[config.mk]
export PLATFORM = sky130hd
export DESIGN_NAME = process_launcher
export DESIGN_NICKNAME = d
export VERILOG_FILES = /design/src/rtl/mm_pkg.sv /design/src/rtl/sat_counter.sv /design/src/rtl/process_launcher.sv
export SDC_FILE = /design/constraint.sdc
export NUM_CORES = 1
export LEC_CHECK = 0
export CAP_MARGIN = 20
export CORE_ASPECT_RATIO = 0.75
export CORE_MARGIN = 3
export CORE_UTILIZATION = 34
export DETAILED_ROUTE_END_ITERATION = 10
export PLACE_DENSITY_LB_ADDON = 0.15
export SETUP_SLACK_MARGIN = 0.15
export SLEW_MARGIN = 20
export SYNTH_ARGS = -nofsm -noshare
export SYNTH_HDL_FRONTEND = slang
export SYNTH_SLANG_ARGS = --single-unit
[constraint.sdc]
create_clock -name clk -period 2.7 [get_ports clk]
set_clock_uncertainty 0.15 [all_clocks]
set_input_delay 0.675 -clock clk [delete_from_list [all_inputs] [get_ports clk]]
set_output_delay 0.675 -clock clk [all_outputs]
set_load 0.01 [all_outputs]
[src/rtl/mm_pkg.sv]
// Shared definitions for the matrix-multiply control path: the 2-bit status
// bus encoding seen by the control unit and the launcher state encoding.
package mm_pkg;

  // Status bus driven towards the control unit.
  localparam logic [1:0] STATUS_IDLE  = 2'b00;
  localparam logic [1:0] STATUS_START = 2'b01;
  localparam logic [1:0] STATUS_RUN   = 2'b10;
  localparam logic [1:0] STATUS_FIN   = 2'b11;

  // Launcher FSM encoding.
  localparam logic [2:0] LS_IDLE   = 3'd0;
  localparam logic [2:0] LS_LAUNCH = 3'd1;
  localparam logic [2:0] LS_RUN    = 3'd2;
  localparam logic [2:0] LS_DONE   = 3'd3;
  localparam logic [2:0] LS_TOUT   = 3'd4;

  // A run is in flight while the status bus is being held or the unit works.
  function automatic logic is_busy_state(input logic [2:0] s);
    return (s == LS_LAUNCH) || (s == LS_RUN);
  endfunction

endpackage

[src/rtl/sat_counter.sv]
// Up-counter that sticks at all-ones instead of wrapping. Clear beats
// increment so a new run always starts from zero.
module sat_counter #(
  parameter int CNT_W = 32
) (
  input  logic             clk,
  input  logic             rst,
  input  logic             clr,
  input  logic             inc,
  output logic [CNT_W-1:0] q
);

  localparam logic [CNT_W-1:0] ONE = {{(CNT_W-1){1'b0}}, 1'b1};

  // Count register: reset/clear to zero, increment until saturated.
  always_ff @(posedge clk) begin
    if (rst) begin
      q <= '0;
    end else if (clr) begin
      q <= '0;
    end else if (inc && (q != '1)) begin
      q <= q + ONE;
    end
  end

endmodule

[src/rtl/process_launcher.sv]
// Host-side launcher for the matrix-multiply control unit. Raises START on the
// status bus for STATUS_HOLD cycles, then RUNNING until the unit's
// end_process flag is seen or the run length reaches TIMEOUT.
//
// Handshake: go is a level sampled on every edge; it is only acted upon in
// IDLE. A go seen while end_process is still high from the previous run is
// refused with a one-cycle rejected pulse. end_process is a level that stays
// high once set; it is sampled on every edge in LAUNCH and RUN.
module process_launcher
  import mm_pkg::*;
#(
  parameter int unsigned STATUS_HOLD = 2,
  parameter int unsigned TIMEOUT     = 1000000,
  parameter int          CNT_W       = 32
) (
  input  logic             clk,
  input  logic             rst,
  input  logic             go,
  input  logic             end_process,
  output logic [1:0]       status,
  output logic             busy,
  output logic             done,
  output logic             timed_out,
  output logic             rejected,
  output logic [CNT_W-1:0] cycle_count
);

  localparam int               HOLD_W   = $clog2(STATUS_HOLD + 1);
  localparam logic [HOLD_W-1:0] HOLD_END = HOLD_W'(STATUS_HOLD);
  localparam logic [HOLD_W-1:0] HOLD_ONE = {{(HOLD_W-1){1'b0}}, 1'b1};
  localparam logic [CNT_W-1:0]  TOUT_VAL = CNT_W'(TIMEOUT);
  localparam logic [CNT_W-1:0]  CNT_ONE  = {{(CNT_W-1){1'b0}}, 1'b1};

  logic [2:0]        state, state_n;
  logic [1:0]        status_n;
  logic              done_n;
  logic              rejected_n;
  logic              timed_out_n;
  logic [HOLD_W-1:0] hold_cnt, hold_n, hold_inc;
  logic              cnt_clr, cnt_inc;
  logic [CNT_W-1:0]  cnt_next;

  // Cycle counter for the current run.
  sat_counter #(
    .CNT_W (CNT_W)
  ) u_cycle_cnt (
    .clk (clk),
    .rst (rst),
    .clr (cnt_clr),
    .inc (cnt_inc),
    .q   (cycle_count)
  );

  // Value cycle_count will take at this edge if it counts; used for the
  // timeout test so the abort lands on the edge that reaches TIMEOUT.
  always_comb begin
    cnt_next = (cycle_count == '1) ? cycle_count : cycle_count + CNT_ONE;
    hold_inc = hold_cnt + HOLD_ONE;
  end

  // Next-state and next-output decode; completion is checked before timeout
  // so a flag arriving on the timeout edge still counts as success.
  always_comb begin
    state_n     = state;
    status_n    = status;
    done_n      = 1'b0;
    rejected_n  = 1'b0;
    timed_out_n = timed_out;
    hold_n      = hold_cnt;
    cnt_clr     = 1'b0;
    cnt_inc     = 1'b0;
    case (state)
      LS_IDLE: begin
        if (go) begin
          if (end_process) begin
            rejected_n = 1'b1;
          end else begin
            state_n     = LS_LAUNCH;
            status_n    = STATUS_START;
            cnt_clr     = 1'b1;
            timed_out_n = 1'b0;
            hold_n      = '0;
          end
        end
      end
      LS_LAUNCH: begin
        cnt_inc = 1'b1;
        hold_n  = hold_inc;
        if (end_process) begin
          state_n  = LS_DONE;
          status_n = STATUS_FIN;
          done_n   = 1'b1;
        end else if (hold_inc == HOLD_END) begin
          state_n  = LS_RUN;
          status_n = STATUS_RUN;
        end
      end
      LS_RUN: begin
        cnt_inc = 1'b1;
        if (end_process) begin
          state_n  = LS_DONE;
          status_n = STATUS_FIN;
          done_n   = 1'b1;
        end else if (cnt_next == TOUT_VAL) begin
          state_n     = LS_TOUT;
          status_n    = STATUS_IDLE;
          timed_out_n = 1'b1;
        end
      end
      LS_DONE: begin
        state_n = LS_IDLE;
      end
      LS_TOUT: begin
        state_n = LS_IDLE;
      end
      default: begin
        state_n  = LS_IDLE;
        status_n = STATUS_IDLE;
      end
    endcase
  end

  // State and registered outputs; rst overrides everything.
  always_ff @(posedge clk) begin
    if (rst) begin
      state     <= LS_IDLE;
      status    <= STATUS_IDLE;
      done      <= 1'b0;
      rejected  <= 1'b0;
      timed_out <= 1'b0;
      hold_cnt  <= '0;
    end else begin
      state     <= state_n;
      status    <= status_n;
      done      <= done_n;
      rejected  <= rejected_n;
      timed_out <= timed_out_n;
      hold_cnt  <= hold_n;
    end
  end

  assign busy = is_busy_state(state);

endmodule
==> results of run 1 <==
kinds of logic (layout without fill, tap and decap cells):
logic type               count (synthesis)  count (layout)  synth area share
AND/OR/NAND/NOR                        166             166            0.3294
AO/OA/AOI/OAI                           47              47            0.1347
XOR/XNOR                                42              42            0.1389
flip-flops                              42              42            0.3176
buffers and inverters                   24              93           0.05387
adder cells (fa/ha/maj)                  3               3           0.01418
multiplexers                             3               3           0.01134
registers in the layout (all words and copies together) (netlist names):
register / count
done: 1
status: 2
state: 3
hold_cnt: 2
timed_out: 1
u_cycle_cnt.q: 32
rejected: 1
final cells by class:
| type | instances | area, um^2 | area share |
|---|---|---|---|
| timing repair buffer | 80 | 706.9 | 0.2009 |
| tap | 101 | 126.4 | 0.03590 |
| clock buffer | 5 | 68.82 | 0.01955 |
| sequential | 42 | 853.3 | 0.2424 |
| clock inverter | 3 | 40.04 | 0.01138 |
| inverter | 5 | 18.77 | 0.005332 |
| multi-input combinational | 261 | 1705 | 0.4845 |
worst max path at each step:
stage	end	slack [ps]	cells past startpoint
finish	status[0]	-150	9
global route	status[0]	-290	9
CTS	status[0]	-150	9
detailed placement	status[0]	-170	9
global placement	status[0]	-150	9
floorplan	status[0]	-10	9
metrics by stage:
step           setup WS (ps)  area (um^2)  TNS [ps]
2_1_floorplan         -14.99         2668    -29.98
3_3_place_gp          -148.7         3369    -426.2
3_5_place_dp          -166.3         3369    -523.0
4_1_cts               -149.7         3501    -453.9
5_1_grt               -292.0         3520     -1184
6_report              -151.5         3520    -557.2
cell usage after synthesis (2+ instances only):
cell type and number:
nor2_1 55, dfxtp_1 42, nand2_1 24, xnor2_1 23, xor2_1 19, nand4_1 14, nand3_1 13, a21oi_1 12
nor4_1 11, o21ai_0 9, and3_1 6, buf_2 6, clkbuf_1 6, nand2b_1 6, nor3_1 6, buf_6 5
inv_1 5, and4_1 4, nor2b_1 4, or3_1 4, and2_1 3, ha_1 3, mux2i_1 3, o31ai_1 3
or2_2 3, a211o_1 2, a211oi_1 2, buf_4 2, nor3b_1 2, nor4b_1 2, o211ai_1 2, o21bai_1 2
o31a_1 2
metal layers:
metal	GRT usage	vias up	wire length (um)
met5	0	-	0
li1	-	1296	-
met1	0.2568	1183	3921
met3	0.03730	10	429
met2	0.2221	61	2664
met4	0.05296	0	87
power groups by stage:
stage,logic (uW),registers (uW),clock network (uW)
after floorplan,101,664,0
after global placement,175,658,0
after detailed placement,176,658,0
after CTS,179,643,518
after global routing,201,645,546
final,182,643,500
tightest hold or removal path, cell delays in order, from the launching register on:
cell	delay [ps]
dfxtp_1	320
nand2b_1	60
mux2i_1	60
timing repair:
| action | CTS | global route |
|---|---|---|
| pin swaps | 3 | 1 |
| endpoints found under the setup margin | 14 | 17 |
| resized for setup | 7 | 4 |
| cloned | 0 | 0 |
| setup buffers | 0 | 1 |
==> reports/metrics.yaml, run 1 <==
status:
  status: "finished with violations"
  failed_checks: "setup timing"
sta:
  fmax_ghz: 0.3507
  fin_crit_sh: 1.056
  hold_slack_ps: 337.0
  rsz0062_at_grt: "yes"
  hold_viol: 0
  slew_headroom: 0.5866
  slew_viol_final: 0
  tightest_slew_ps: 611.6
  final.min_clock_period_ps: 2852
  worst_slack_ps: -151.5
  setup_viol: 4
synthesis:
  netlist_instances: 327
  yosysSeqAreaShare: 0.3176
  syn_area_um2: 2648
  synth_top_flop_cell: "dfxtp_1"
  synth_edf_count: 0
  synthArstFlopShare: 0
  synth_nets: 334
  synth_warnings: 0
  ys_types: 55
  synth_top_area_share: 0.3176
  synth_top_area_cell: "dfxtp_1"
  ys_ff_latch: 42
  synth.area.top_cells: "dfxtp_1, nor2_1, xnor2_1, xor2_1, nand2_1"
  avgSynthCellArea_um2: 8.096
die:
  rows: 27
  die_x_um: 107.9
  die_h_um: 82.42
  die-area_um2: 8893
  initial_core_util: 0.3546
  io-pin-count: 42
  core_area_um2: 7466
layout:
  layout_commonest_cell: "nor2_1"
  final_nets: 402
  final_util: 0.4714
  area_growth_pct: 32.94
  n_antenna_cell: 0
  layout-drive-gt1-share: 0.1843
  final_cell_count_no_fill: 497
  layout_common_cells: "nor2_1, clkdlybuf4s50_1, buf_4"
  n_fill_cell: 763
placement:
  gp_congestion: 0.9029
  dp_cells: 488
  port_buffers: 41
  hpwl_mm: 5.377
critical_path:
  crit_start: "u_cycle_cnt.q[0]"
  crit_family: "compound AO/OA/AOI/OAI gates"
  start_kind: "flop"
  cp_num_buf_inv: 0
  r2r-end: "status[0]"
  endpoint_kind: "flop"
  r2r-start: "u_cycle_cnt.q[0]"
  cp_cell_sequence: "ha_4 > or4b_4 > a211o_1 > a2111o_1 > a2111oi_4 > o211a_1 > nand3_2 > o21a_4 > mux2i_1"
  worstPathRequired_ps: 2750
  crit_path_max_incr_delay_ps: 480
  reg2regPathDepth: 9
  rrSetupSlack_ps: -150
  path_max_fanout: 3
  cpMaxStageDelayCell: "or4b_4"
  critPathKind: "flop to flop"
  crit_arrival_ps: 2900
pwr:
  power_frac_seq: 0.485
  clockPowerShare: 0.377
  power_uw: 1325
  p_int_uw: 989.9
  max-vdd-ir-drop_mv: 0.1646
  power_switching_share: 0.2529
  leakage_uw: 0.001225
  p_sw_uw: 335.2
  combPwrFrac: 0.138
  p_per_area_nw_per_um2: 376.5
min_path:
  min_to: "status[0]"
  hold_depth: 2
  hold_path_class: "flop to flop"
  hold_start: "status[0]"
run:
  maxCapViolCount: 0
detailed_routing:
  drt_iter0_drc: 181
  wl_mm: 7.103
  postRouteAntennaNets: 0
  vias_per_cell: 5.131
  vias: 2550
  wire_per_inst_um: 14.29
  first_pass_iters: 4
  drc: 0
clock_tree:
  clockBufferDepth: 2
  clk_latency_ps: 300
  hold_buffers: 0
  cts.sink_count: 42
  cts_root_buffer: "clkbuf_8"
  cts-buffers-inserted: 5
  tritoncts: "yes"
  clk_pin_slew_worst_paths_ps: 80
  htree_num_levels: 2
global_route:
  grt_pass1_wl_mm: 11.61
  grt_util_all_layers: 0.1661
  grt_max_degree: 18
  grt_pass1_vias: 2309
  overflow: 0
  grt_antenna_before_repair: 0
Note: power is estimated with default switching activity, not from simulation.
==> run 2: changes to the inputs <==
GPL_TIMING_DRIVEN = 0   (was unset)
==> run 2 against run 1 <==
Compared with the run above: the flow still finishes with violations (setup timing); count of clock-buffer cells in the layout grew 2; die area is the same; critical path depth grew 1; cell count shrank 2.0%; flip-flop and latch count is the same; clock power shrank 21%; via count shrank 1.0%; critical path type unchanged; critical endpoint is now state[2]; highest routed layer unchanged.
==> reports/metrics.yaml, run 2 (synthesis results as in run 1) <==
clock_tree:
  htree_num_levels: 2  # unchanged
  cts_root_buffer: "clkbuf_8"  # unchanged
  cts-buffers-inserted: 5  # unchanged
  clk_latency_ps: 300  # about the same
  cts.sink_count: 42  # unchanged
  clockBufferDepth: 2  # unchanged
  tritoncts: "yes"  # unchanged
  clk_pin_slew_worst_paths_ps: 80  # about the same
sta:
  rsz0062_at_grt: "yes"  # unchanged
  hold_slack_ps: 346.0  # was 337.0 ps
  slew_viol_final: 0  # unchanged
  setup_tns_ps: -756.1  # was -557.2 ps
  slew_headroom: 0.5544  # was 0.5866
  tightest_slew_ps: 659.1  # was 611.6 ps
  hold_viol: 0  # unchanged
  fmax_ghz: 0.3486  # was 0.3507 GHz
  setup_viol: 5  # was 4
  fin_crit_sh: 1.062  # was 1.056
  worst_slack_ps: -168.2  # was -151.5 ps
  final.min_clock_period_ps: 2868  # was 2852 ps
layout:
  area_growth_pct: 29.91  # was 32.94%
  layout-drive-gt1-share: 0.1503  # was 0.1843
  final_cell_count_no_fill: 487  # was 497
  n_antenna_cell: 0  # unchanged
  largest_reg_flops: 32  # unchanged
  n_fill_cell: 755  # was 763
  multi_input_area_um2: 1729  # was 1705 um^2
  layout_common_cells: "nor2_1, clkdlybuf4s50_1, dfxtp_1"  # was nor2_1, clkdlybuf4s50_1, buf_4
  layout_commonest_cell: "nor2_1"  # unchanged
  ff_latch_area_um2: 849.6  # was 853.3 um^2
  top_regs: "u_cycle_cnt.q (32), state (3)"  # unchanged
  regMostFlops: "u_cycle_cnt.q"  # unchanged
  final_nets: 393  # was 402
detailed_routing:
  first_pass_iters: 4  # unchanged
  vias_per_cell: 5.183  # was 5.131
  wire_per_inst_um: 14.62  # was 14.29 um
  vias: 2524  # was 2550
  drc: 0  # unchanged
  drt_iter0_drc: 216  # was 181
  wl_mm: 7.121  # was 7.103 mm
  postRouteAntennaNets: 0  # unchanged
die:
  die-area_um2: 8893  # unchanged
  io-pin-count: 42  # unchanged
  initial_core_util: 0.3546  # unchanged
  die_x_um: 107.9  # unchanged
  rows: 27  # unchanged
  core_area_um2: 7466  # unchanged
  die_h_um: 82.42  # unchanged
critical_path:
  cpMaxStageDelayCell: "or4b_4"  # unchanged
  crit_arrival_ps: 2950  # was 2900 ps
  reg2regPathDepth: 10  # was 9
  rrSetupSlack_ps: -170  # was -150 ps
  r2r-end: "state[2]"  # was status[0]
  critPathKind: "flop to flop"  # unchanged
  cp_num_buf_inv: 2  # was 0
  worstPathRequired_ps: 2780  # was 2750 ps
  cp_cell_sequence: "ha_4 > or4b_4 > a211o_1 > a2111o_1 > a2111oi_4 > o211a_1 > nand3_2 > buf_4 > buf_4 > a21oi_1"  # was ha_4 > or4b_4 > a211o_1 > a2111o_1 > a2111oi_4 > o211a_1 > nand3_2 > o21a_4 > mux2i_1
  r2r-start: "u_cycle_cnt.q[0]"  # unchanged
  crit_top_cell: "buf_4"
  endpoint_kind: "flop"  # unchanged
  crit_family: "compound AO/OA/AOI/OAI gates"  # unchanged
  path_max_fanout: 2  # was 3
  crit_path_max_incr_delay_ps: 470  # was 480 ps
  start_kind: "flop"  # unchanged
global_route:
  grt_antenna_before_repair: 0  # unchanged
  overflow: 0  # unchanged
  grt_util_all_layers: 0.1656  # was 0.1661
  grt_pass1_wl_mm: 11.59  # was 11.61 mm
  grt_pass1_vias: 2272  # was 2309
  grt_max_degree: 12  # was 18
min_path:
  min_to: "status[0]"  # unchanged
  hold_start: "status[0]"  # unchanged
  hold_path_class: "flop to flop"  # unchanged
  hold_depth: 2  # unchanged
status:
  status: "finished with violations"  # unchanged
  failed_checks: "setup timing"  # unchanged
pwr:
  p_sw_uw: 333.9  # was 335.2 uW
  power_frac_seq: 0.516  # was 0.485
  leakage_uw: 0.001149  # was 0.001225 uW
  power_switching_share: 0.2667  # was 0.2529
  max-vdd-ir-drop_mv: 0.1628  # was 0.1646 mV
  power_uw: 1252  # was 1325 uW
  p_per_area_nw_per_um2: 364.1  # was 376.5 nW/um^2
  p_int_uw: 918.4  # was 989.9 uW
  clockPowerShare: 0.314  # was 0.377
  combPwrFrac: 0.170  # was 0.138
placement:
  dp_cells: 469  # was 488
  hpwl_mm: 5.172  # was 5.377 mm
  gp_congestion: 0.9160  # was 0.9029
  port_buffers: 41  # unchanged
run:
  maxCapViolCount: 0  # unchanged
## run 2: what timing repair did
action | 4_1_cts | 5_1_grt
setup endpoints to repair | 39 | 39
hold endpoints to repair | 0 | 0
hold buffers | 0 | 0
setup buffers | 11 | 0
pin swaps | 7 | 0
resized for setup | 11 | 8
## run 2: worst max path at each step
stage / startpoint / endpoint / slack (ps) / cells after the start
2_1_floorplan: u_cycle_cnt.q[0] / status[0] / -10 / 9
3_3_place_gp: u_cycle_cnt.q[0] / status[1] / -240 / 9
3_5_place_dp: u_cycle_cnt.q[0] / status[1] / -260 / 9
4_1_cts: u_cycle_cnt.q[0] / status[1] / -180 / 9
5_1_grt: u_cycle_cnt.q[0] / status[1] / -300 / 9
6_report: u_cycle_cnt.q[0] / state[2] / -170 / 10
## run 2: metal layers
layer | vias to the layer above | share of wire | track usage
li1 | 1280 | - | -
met1 | 1176 | 0.56 | 0.2635
met2 | 60 | 0.38 | 0.2153
met3 | 8 | 0.051 | 0.03497
met4 | 0 | 0.010 | 0.04918
met5 | - | 0 | 0
## run 2: per-stage QoR
| stage | cell area (um^2) | setup slack [ps] | util |
|---|---|---|---|
| finish | 3440 | -168.2 | 0.4607 |
| global route | 3440 | -304.1 | 0.4607 |
| CTS | 3421 | -178.3 | 0.4582 |
| detailed placement | 3204 | -264.9 | 0.4292 |
| global placement | 3204 | -237.4 | 0.4292 |
| floorplan | 2668 | -14.99 | - |
## run 2: power by group through the flow
stage | logic (uW) | clock network [uW] | registers, uW
after detailed placement | 161 | 0 | 663
after global routing | 233 | 434 | 648
after floorplan | 101 | 0 | 664
final | 213 | 394 | 646
after CTS | 207 | 409 | 645
after global placement | 161 | 0 | 663
## run 2: cell type report
type | instances | share of cell area
repair buffers | 52 | 0.1470
plain buffers | 19 | 0.03892
well taps | 101 | 0.03674
clock buffers | 7 | 0.02219
multi-input cells | 261 | 0.5027
inverters | 5 | 0.005457
flip-flops and latches | 42 | 0.2470
## run 2: worst register-to-register path, cell delays in order, from the launching register on
cell	delay, ps
dfxtp_4	370
ha_4	240
or4b_4	470
a211o_1	240
a2111o_1	390
a2111oi_4	230
o211a_1	230
nand3_2	80
buf_4	160
buf_4	120
a21oi_1	130
